## src/rtl/score_keeper_pkg.sv

```systemverilog
// Shared sizing constants and FSM state type for the score keeper.
package score_keeper_pkg;

    localparam int SCORE_W      = 8;
    localparam int BCD_DIGITS   = 3;
    localparam int SHIFT_CYCLES = 8;
    localparam int DD_W         = SCORE_W + 4 * BCD_DIGITS;
    localparam int CNT_W        = $clog2(SHIFT_CYCLES);

    localparam logic [SCORE_W-1:0] SCORE_MAX = '1;

    typedef enum logic [0:0] {
        IDLE  = 1'b0,
        SHIFT = 1'b1
    } state_t;

endpackage

```

## src/rtl/score_keeper_bcd_adjust.sv

```systemverilog
// Double-dabble digit correction: a BCD nibble of 5 or more gets 3 added
// so that the following left shift carries correctly into the next digit.
module bcd_adjust (
    input  logic [3:0] nibble,
    output logic [3:0] adjusted
);

    assign adjusted = (nibble >= 4'd5) ? nibble + 4'd3 : nibble;

endmodule

```

## src/rtl/score_keeper.sv

```systemverilog
// Saturating game score with high-score tracking and a sequential
// binary-to-BCD converter that refreshes the display digits after each change.
module score_keeper
    import score_keeper_pkg::*;
(
    input  logic               clk,
    input  logic               resetn,
    input  logic               inc,
    input  logic               clear,
    output logic [SCORE_W-1:0] score,
    output logic [SCORE_W-1:0] high_score,
    output logic [3:0]         val_2,
    output logic [3:0]         val_1,
    output logic [3:0]         val_0,
    output logic               valid
);

    localparam logic [CNT_W-1:0] LAST_COUNT = CNT_W'(SHIFT_CYCLES - 1);

    logic [SCORE_W-1:0]         next_score;
    logic                       score_event;
    state_t                     state;
    state_t                     state_next;
    logic                       dirty;
    logic [CNT_W-1:0]           count;
    logic [DD_W-1:0]            dd_reg;
    logic [DD_W-1:0]            dd_shifted;
    logic [BCD_DIGITS-1:0][3:0] adj_nib;
    logic                       load;
    logic                       shift_en;
    logic                       done;

    // NOTE: every signal assigned in a combinational block gets a default
    // first, so no path leaves it unassigned and no latch is inferred.
    always_comb begin
        next_score  = score;
        score_event = 1'b0;
        if (clear) begin
            next_score  = '0;
            score_event = 1'b1;
        end else if (inc && score != SCORE_MAX) begin
            next_score  = score + 1'b1;
            score_event = 1'b1;
        end
    end

    // NOTE: sequential state is written with non-blocking assignments so all
    // registers update together from values sampled before the edge.
    always_ff @(posedge clk) begin
        if (!resetn) begin
            score      <= '0;
            high_score <= '0;
        end else begin
            score <= next_score;
            if (next_score > high_score)
                high_score <= next_score;
        end
    end

    // A change on the load edge re-arms dirty, since the loaded value is stale.
    always_ff @(posedge clk) begin
        if (!resetn)
            dirty <= 1'b0;
        else if (score_event)
            dirty <= 1'b1;
        else if (load)
            dirty <= 1'b0;
    end

    always_ff @(posedge clk) begin
        if (!resetn)
            state <= IDLE;
        else
            state <= state_next;
    end

    always_comb begin
        state_next = state;
        case (state)
            IDLE:    if (dirty) state_next = SHIFT;
            SHIFT:   if (count == LAST_COUNT) state_next = IDLE;
            default: state_next = IDLE;
        endcase
    end

    always_comb begin
        load     = (state == IDLE) && dirty;
        shift_en = (state == SHIFT);
        done     = (state == SHIFT) && (count == LAST_COUNT);
        valid    = (state == IDLE) && !dirty;
    end

    for (genvar d = 0; d < BCD_DIGITS; d++) begin : g_adj
        bcd_adjust u_adj (
            .nibble   (dd_reg[SCORE_W + 4*d +: 4]),
            .adjusted (adj_nib[d])
        );
    end

    assign dd_shifted = {adj_nib, dd_reg[SCORE_W-1:0]} << 1;

    // NOTE: the conversion register is always loaded before it is read, so it
    // carries no reset; only the control state and visible outputs do.
    always_ff @(posedge clk) begin
        if (load)
            dd_reg <= DD_W'(score);
        else if (shift_en)
            dd_reg <= dd_shifted;
    end

    always_ff @(posedge clk) begin
        if (!resetn) begin
            count <= '0;
            val_2 <= '0;
            val_1 <= '0;
            val_0 <= '0;
        end else begin
            if (load)
                count <= '0;
            else if (shift_en)
                count <= count + 1'b1;
            if (done) begin
                val_2 <= dd_shifted[SCORE_W + 8 +: 4];
                val_1 <= dd_shifted[SCORE_W + 4 +: 4];
                val_0 <= dd_shifted[SCORE_W     +: 4];
            end
        end
    end

endmodule

```

## config.mk

```make
export PLATFORM = sky130hd
export DESIGN_NAME = score_keeper
export DESIGN_NICKNAME = d
export VERILOG_FILES = /design/src/rtl/score_keeper_pkg.sv /design/src/rtl/score_keeper_bcd_adjust.sv /design/src/rtl/score_keeper.sv
export SDC_FILE = /design/constraint.sdc
export NUM_CORES = 1
export LEC_CHECK = 0
export CORE_MARGIN = 2
export CORE_UTILIZATION = 45
export DETAILED_ROUTE_END_ITERATION = 12
export PLACE_DENSITY_LB_ADDON = 0.25
export SLEW_MARGIN = 5
export SYNTH_ARGS = -nofsm -noshare
export SYNTH_HDL_FRONTEND = slang
export SYNTH_SLANG_ARGS = --single-unit
```

## constraint.sdc

```tcl
create_clock -name clk -period 3.9 [get_ports clk]
set_input_delay 0.78 -clock clk [delete_from_list [all_inputs] [get_ports clk]]
set_output_delay 0.78 -clock clk [all_outputs]
set_load 0.03 [all_outputs]
```

==> metrics.txt <==
status finished, final reports clean; Clock Tree Root clkbuf_8; worst hold path depth 2; Die Y roughly 80 um; Final period util just over 80%; Yosys top cell by area dfxtp_1; fillers between 500 and 600; crit-path max FO 8; Ant. Diodes 0; Iteration-0 DRC Markers 75; vias in the first global route around 1900; Die X roughly 80 um; DRC Markers 0; # clock sinks between 50 and 60; Synth Instances 263; hold buffers post-CTS 0; XOR/XNOR Fraction of Synth Area under 10%; starting density of the core a little under half; first-pass GRT wire length between 8 and 9 mm; port bufs 32; PD cells 346 nW/um^2; Simple-Gate Fraction of Synth Area approximately a fifth; Routed Antenna Nets 0; synth top area cells dfxtp_1 (34%), edfxtp_1 (9.2%), ha_1 (8.1%); Final Core Density roughly 56%; max cap viols 0; Warnings, synthesis 0; most frequent cells in the layout dfxtp_1 (45), clkdlybuf4s50_1 (32), a21oi_1 (19), nand2_1 (19); commonest non-fill, non-tap cell in the layout dfxtp_1; routed len/inst around 14 um; top-level I/O count 33; Crit path required time 4120 ps; gr usage total between 15 and 20%; gpl congestion 0.839; R2R Path Start score[0]; CTS tree yes; CTS Buf Count 5; Area growth, synth to finish 18.6%; Yosys top cell area share roughly 34%; fin area about 3100 sq um; setup violators final 0; r2r endpoint high_score[1]; GRT overflow 0; worst-case clock buffer depth 2; worst endpoint data arrival time 3440 ps; clock transition at the registers of the reported paths ~90 ps; Layout Skew 4.53 ps; sequential-to-total area share from yosys stat a little over two fifths; post-synthesis adder-cell area fraction under 10%; Worst Reg-to-Reg Cells 11; CP delay by family, top compound AO/OA/AOI/OAI gates; # resized after CTS 0; Synth Net Count between 200 and 300; setup TNS 0 ps; largest net degree at the start of global routing 25; largest family of logic cells by synthesized area simple AND/OR/NAND/NOR gates; LEAKAGE about 1.1 nW; Async S/R FF share, synth 0%; area post-placement 3010 sq um; max reg flops 20; Slew Limit Fails 0; mean post-synth cell area about 10 sq um; Min-Delay Path Class flop to flop; Yosys reg bits 53; WS Path Type input pin to flop; crit-path cells clkdlybuf4s50_1, nand4_4, a211oi_2, mux2_4, ha_1, nand4_2, a211oi_4, o21ai_1, o31ai_1; share of cells above drive strength 1 between 10% and 20%; Post-Syn Area 2620 sq um; Most used DFF post-synth dfxtp_1; critical path depth 9; drt total wl ~5.2 mm; maximum VDD drop about 0.19 mV; vias roughly 2000; Pre-antenna DRT Iters 4; Min Clock Period, post-route 3210 ps; relative slew slack between 50% and 60%; Compound-Gate Fraction of Synth Area 18.4%; post-synthesis mux area share 5.44%; CP Buf/Inv Count 1; number of synthesized flops with an enable pin 8; Max Clk Rate between 300 and 400 MHz; # rows 27; Hold Path Origin val_2[3]; crit end category flop; Skew-Pair Late Insertion Delay around 300 ps; Die ar. between 6000 and 7000 sq um; slowest CP cell clkdlybuf4s50_1; Final Hold Fails 0; Core ar. approximately 5600 sq um; HPWL after detailed placement between 3 and 4 mm; CP startpoint inc; Distinct cells, synth 47; CP max stage delay between 600 and 700 ps; initial antenna violation count 0; Worst setup endpoint high_score[1]; RSZ-0062 raised after global routing no; layout net count 317; post-CTS setup repair buffer count 0; worst-margin pin slew about 620 ps; routed vias/inst approximately 5.5; R2R Setup Slk approximately 1000 ps; Critical Path Start Type input pin; H-tree depth 2
## cells by family after synthesis
kind of cell    after synthesis
fa+ha+maj                    17
flops                        53
simple gates                 79
mux                          13
xor+xnor                      4
compound gates               69
buf+inv                      28
## routing by layer
metal  track usage (%)  up-vias  wire, um
li1                  -     1020         -
met1              23.0      959      2600
met3              3.71        7       185
met5                 0        -         0
met2              29.0       44      2400
met4              4.58        0        54
## Yosys cell counts (2+ instances only)
master / n
a211oi_2: 2
a21oi_1: 19
a21oi_2: 2
a22o_1: 16
and2_1: 3
and4_1: 3
buf_2: 2
clkbuf_1: 6
dfxtp_1: 45
edfxtp_1: 8
ha_1: 17
inv_1: 17
mux2_2: 6
mux2i_1: 6
nand2_1: 19
nand2b_1: 8
nand3_1: 9
nand4_1: 5
nor2_1: 10
nor3_2: 4
nor3b_1: 3
nor4_1: 4
nor4b_2: 2
o21ai_0: 12
o21ai_1: 5
o21ai_2: 4
o31ai_1: 3
xnor2_1: 4
## where the power goes
group	switching [mW]	internal (mW)
clock	0.180	0.165
sequential	0.0165	0.581
combinational	0.0827	0.0532
total	0.280	0.799
## worst min-delay path: cells and delay by family, from the launching register on
family             cells  cell delay [ps]
and+or+nand+nor        1               50
DFF                    1              320
AOI/OAI and AO/OA      1               60
## cell type report
class | count | area, sq um | area share, %
Sequential cell | 53 | 1140 | 36.7
Inverter | 18 | 67.6 | 2.17
Multi-Input combinational cell | 182 | 1360 | 43.7
Tap cell | 72 | 90.1 | 2.89
Clock inverter | 1 | 5.00 | 0.161
Timing Repair Buffer | 36 | 350 | 11.3
Clock buffer | 7 | 97.6 | 3.14
## metrics by stage
step | std cells | hold WS (ps) | setup slack (ps) | power, mW
global placement | 361 | 459 | 435 | 0.742
global route | 369 | 502 | 519 | 1.13
floorplan | 263 | 448 | 1130 | 0.708
detailed placement | 361 | 459 | 369 | 0.747
CTS | 369 | 480 | 688 | 1.09
finish | 369 | 476 | 685 | 1.08
## how the worst min path moves through the flow
stage	end	slack, ps
6_report	val_2[3]	480
5_1_grt	val_1[1]	500
4_1_cts	val_2[3]	480
3_5_place_dp	val_2[3]	460
3_3_place_gp	val_2[3]	460
2_1_floorplan	dd_reg[8]	450
(Power assumes the default switching activity.)
